[config.mk]
export PLATFORM = sky130hd
export DESIGN_NAME = fb_write_arbiter
export DESIGN_NICKNAME = d
export VERILOG_FILES = /design/src/rtl/fb_write_arbiter.sv
export SDC_FILE = /design/constraint.sdc
export NUM_CORES = 1
export LEC_CHECK = 0
export CAP_MARGIN = 10
export CORE_AREA = 3 3 66 68
export CTS_BUF_LIST = sky130_fd_sc_hd__clkbuf_4 sky130_fd_sc_hd__clkbuf_8
export DETAILED_ROUTE_END_ITERATION = 6
export DIE_AREA = 0 0 69 71
export PLACE_DENSITY_LB_ADDON = 0.25
export SYNTH_ARGS = -nofsm -noshare
export SYNTH_HDL_FRONTEND = slang
export SYNTH_SLANG_ARGS = --single-unit
export TNS_END_PERCENT = 1
[constraint.sdc]
create_clock -name clock -period 1.9 [get_ports clock]
set_input_delay 0.285 -clock clock [delete_from_list [all_inputs] [get_ports clock]]
set_output_delay 0.285 -clock clock [all_outputs]
set_load 0.005 [all_outputs]
[src/rtl/fb_write_arbiter.sv]
// fb_write_arbiter: round-robin owner of the frame-buffer write port with a priority bulk-clear sequencer
module fb_write_arbiter #(
  parameter int   ADDR_W      = 12,
  parameter int   DEPTH       = 4096,
  parameter logic CLEAR_VALUE = 1'b0
) (
  input  logic              clock,
  input  logic              reset_n,
  input  logic              clear_start,
  output logic              clear_done,
  output logic              busy,
  input  logic              req0,
  input  logic [ADDR_W-1:0] addr0,
  input  logic              data0,
  output logic              ack0,
  input  logic              req1,
  input  logic [ADDR_W-1:0] addr1,
  input  logic              data1,
  output logic              ack1,
  output logic [ADDR_W-1:0] wraddress,
  output logic              data,
  output logic              wren
);
  typedef enum logic {IDLE, CLEAR} state_t;
  localparam logic [ADDR_W-1:0] LAST_ADDR = ADDR_W'(DEPTH - 1);
  state_t            state_q, state_d;
  logic [ADDR_W-1:0] cnt_q, cnt_d, wraddress_q, wraddress_d;
  logic              data_q, data_d, wren_q, wren_d;
  logic              ack0_q, ack0_d, ack1_q, ack1_d;
  logic              clear_done_q, clear_done_d, busy_q, busy_d;
  logic              last_grant_q, last_grant_d;
  logic              elig0, elig1, pick1;
  // A requester acked this cycle is still showing its old request, so it sits out one edge.
  always_comb begin
    elig0 = req0 & ~ack0_q;
    elig1 = req1 & ~ack1_q;
    pick1 = elig1 & (~elig0 | ~last_grant_q);
  end
  // Next-state and registered-output logic: clear beats arbitration, idle cycles hold address/data.
  always_comb begin
    state_d      = state_q;
    cnt_d        = cnt_q;
    wraddress_d  = wraddress_q;
    data_d       = data_q;
    wren_d       = 1'b0;
    ack0_d       = 1'b0;
    ack1_d       = 1'b0;
    clear_done_d = 1'b0;
    busy_d       = busy_q;
    last_grant_d = last_grant_q;
    if (state_q == CLEAR) begin
      if (cnt_q == LAST_ADDR) begin
        state_d      = IDLE;
        cnt_d        = '0;
        busy_d       = 1'b0;
        clear_done_d = 1'b1;
      end else begin
        cnt_d       = cnt_q + 1'b1;
        wraddress_d = cnt_q + 1'b1;
        data_d      = CLEAR_VALUE;
        wren_d      = 1'b1;
      end
    end else if (clear_start) begin
      state_d     = CLEAR;
      cnt_d       = '0;
      wraddress_d = '0;
      data_d      = CLEAR_VALUE;
      wren_d      = 1'b1;
      busy_d      = 1'b1;
    end else if (elig0 | elig1) begin
      wren_d       = 1'b1;
      wraddress_d  = pick1 ? addr1 : addr0;
      data_d       = pick1 ? data1 : data0;
      ack0_d       = ~pick1;
      ack1_d       = pick1;
      last_grant_d = pick1;
    end
  end
  // State and output registers; last_grant resets to 1 so requester 0 wins the first tie.
  always_ff @(posedge clock or negedge reset_n) begin
    if (!reset_n) begin
      state_q      <= IDLE;
      cnt_q        <= '0;
      wraddress_q  <= '0;
      data_q       <= 1'b0;
      wren_q       <= 1'b0;
      ack0_q       <= 1'b0;
      ack1_q       <= 1'b0;
      clear_done_q <= 1'b0;
      busy_q       <= 1'b0;
      last_grant_q <= 1'b1;
    end else begin
      state_q      <= state_d;
      cnt_q        <= cnt_d;
      wraddress_q  <= wraddress_d;
      data_q       <= data_d;
      wren_q       <= wren_d;
      ack0_q       <= ack0_d;
      ack1_q       <= ack1_d;
      clear_done_q <= clear_done_d;
      busy_q       <= busy_d;
      last_grant_q <= last_grant_d;
    end
  end
  assign wraddress  = wraddress_q;
  assign data       = data_q;
  assign wren       = wren_q;
  assign ack0       = ack0_q;
  assign ack1       = ack1_q;
  assign clear_done = clear_done_q;
  assign busy       = busy_q;
endmodule
==> impl_metrics.csv <==
group,metric,value,unit
grt,antenna_found_initial,0,
sta,setup_viol,0,
sta,max_freq,0.585,GHz
route,vias,1759,
clock_tree,numCtsBuffers,5,
place,dp_slack,0.0138,ns
route,drc,0,
power_and_ir_drop,p_leak,1.07,nW
route,vias_per_cell,5.73,
yosys,syn_avg_cell_area,9.19,um^2
clock_tree,cts_tree,"yes",
yosys,synth_top_cell_by_area,"dfrtp_1",
yosys,synth_mux_area_frac,0.0180,
flow_run,drv_cap,0,
worst_setup_path,crit_required,2.08,ns
clock_tree,cts-resized-gates,0,
route,wl_per_cell,15.1,um
yosys,synth-xor-area-share,0.0140,
die,start_util,0.479,
place,place_area,0.00246,mm^2
sta,min_period_over_period,0.900,
sta,tightest_slew,0.405,ns
clock_tree,htreeDepth,2,
yosys,synth.yosys.warnings,0,
clock_tree,insertion_delay,0.28,ns
place,port_buffers,48,
sta,finClkSkew,0.00254,ns
yosys,synth_most_common_cell,"dfrtp_1",
worst_setup_path,path_class,"reg -> reg",
clock_tree,cts_setup_buffers,0,
power_and_ir_drop,irDropWorstVdd,0.525,mV
die,coreArea,0.00391,mm^2
finish,fin_nets,289,
finish,antennaDiodeCount,0,
sta,fin_tns_setup,0,ns
grt,grt_max_degree,33,
yosys,synth_flop_cell,"dfrtp_1",
yosys,postSynthCellCount,204,
power_and_ir_drop,power,2.59,mW
min_path,hold_path_class,"in -> async",
yosys,synth-compound-area-share,0.280,
yosys,yosys.area_share.simple,0.201,
run_status,status,"finished clean",
place,place_hpwl,3470,um
route,routed_wl,4640,um
place,routabilityCongestion,0.805,
place,place_inst,300,
finish,syn_to_final_growth,36.2,%
route,drt-initial-drc-count,148,
clock_tree,clock_path_buffers,2,
sta,post-route-min-period,1.71,ns
worst_setup_path,cp-start-kind,"register",
yosys,synth-edff-count,0,
die,die_area,0.00490,mm^2
finish,layoutNonFillerInstCount,307,
sta,hold_viol_final,0,
route,drtAntennaViolNets,0,
yosys,ys_async_sr_fraction,1.00,
grt,grt_pass1_wl,7510,um
clock_tree,cts.sinks,32,
yosys,yosysSeqAreaShare,0.428,
die,dieWidth,69,um
sta,relSlewSlack,0.727,
sta,hold_slack,0.400,ns
grt,grt_overflow_total,0,
clock_tree,clk_pin_slew_worst_paths,0.06,ns
die,ios,49,
yosys,synthTopCellsByArea,"dfrtp_1 (41%), a31oi_2 (6.7%), o21ai_0 (5.1%)",
die,rows,23,
clock_tree,clock-root-buffer,"clkbuf_8",
grt,grt_pass1_vias,1564,
grt,track_usage,0.194,
yosys,synth_top_family_by_area,"compound AO/OA/AOI/OAI gates",
finish,layout-drive-gt1-share,0.156,
yosys,synth_fa_ha_area_frac,0.00667,
yosys,ys_ff_latch,32,
yosys,ys_types,38,
yosys,yosysTopAreaCellShare,0.414,
worst_setup_path,cp-end-kind,"register",
worst_setup_path,arrival,1.88,ns
die,die_h,71,um
route,first_pass_iters,4,
clock_tree,cts_hold_buf,0,
worst_setup_path,crit_path_max_fanout,14,
finish,fin_area,0.00255,mm^2
power_and_ir_drop,powerDensity,1020,mW/mm^2
sta,drv_slew,0,
yosys,synth_area,0.00188,mm^2
yosys,synth.net_count,236,
finish,utilization,0.652,
sta,rsz0062_at_grt,"no",
yosys,synth_common_cells,"dfrtp_1 (31), o21ai_0 (19), a21oi_1 (18), nand2_1 (16)",
sta,timing.final.ws_setup,0.191,ns
placed cells by master, fill, tap and decap left out, types with 2 or more instances in the layout:
master / n
a21boi_0: 7
a21oi_1: 18
a31oi_1: 12
a31oi_2: 10
and3_1: 12
and4_1: 7
buf_4: 14
clkbuf_8: 7
clkdlybuf4s50_1: 48
dfrtp_1: 31
inv_1: 3
mux2_2: 3
nand2_1: 16
nand2b_1: 4
nand3_1: 6
nand4_1: 2
nor2_1: 8
nor2b_1: 2
nor3_1: 2
nor4_1: 2
o21ai_0: 19
o21ai_1: 6
o31a_1: 2
xnor2_1: 2
metal layers:
metal	global-route usage	wire, um	vias to the layer above
met5	0	0	-
met4	0.0651	74	0
met3	0.0440	210	9
met2	0.324	2390	42
met1	0.249	1970	843
li1	-	-	865
final timing paths:
check	startpoint	end	slack, ns	cells after the start
worst max-delay path	cnt_q[0]	data	0.19	5
worst min-delay path	reset_n	cnt_q[3]	0.40	2
worst max register to register	cnt_q[0]	data	0.19	5
worst min register to register	busy	busy	0.51	2
max in group asynchronous	reset_n	last_grant_q	1.18	2
min in group clock	busy	busy	0.51	2
sequential cells by signal (all words and copies together), names as in the netlist:
register      count
ack0              1
ack1              1
busy              1
clear_done        1
cnt_q            12
data              1
last_grant_q      1
state_q           1
wraddress        12
wren              1
power breakdown:
part / total [mW] / switching (mW) / leakage (nW) / internal (mW)
logic: 0.925 / 0.396 / 0.638 / 0.529
registers: 1.10 / 0.202 / 0.380 / 0.899
clock network: 0.567 / 0.244 / 0.0503 / 0.322
logic make-up (layout without fill, tap and decap cells):
family | Yosys count | count (layout)
XOR/XNOR | 3 | 3
AND/OR/NAND/NOR | 66 | 66
flip-flops | 32 | 32
AO/OA/AOI/OAI | 79 | 79
adder cells (fa/ha/maj) | 1 | 1
buffers and inverters | 20 | 73
multiplexers | 3 | 3
worst max-delay path, stage by stage, from the launching register on:
cell     delay (ns)
dfrtp_1        0.35
ha_1           0.25
and4_1         0.37
nand4_2        0.15
and2_4         0.26
a31o_1         0.22
layout make-up:
class                           instances  area (um^2)
Clock buffer                            7         96.3
Tap cell                               50         62.6
Timing Repair Buffer                   63          606
Multi-Input combinational cell        152          976
Fill cell                             332         1360
Inverter                                3         11.3
Sequential cell                        32          802
No activity file was read; power rests on OpenSTA's default activity.
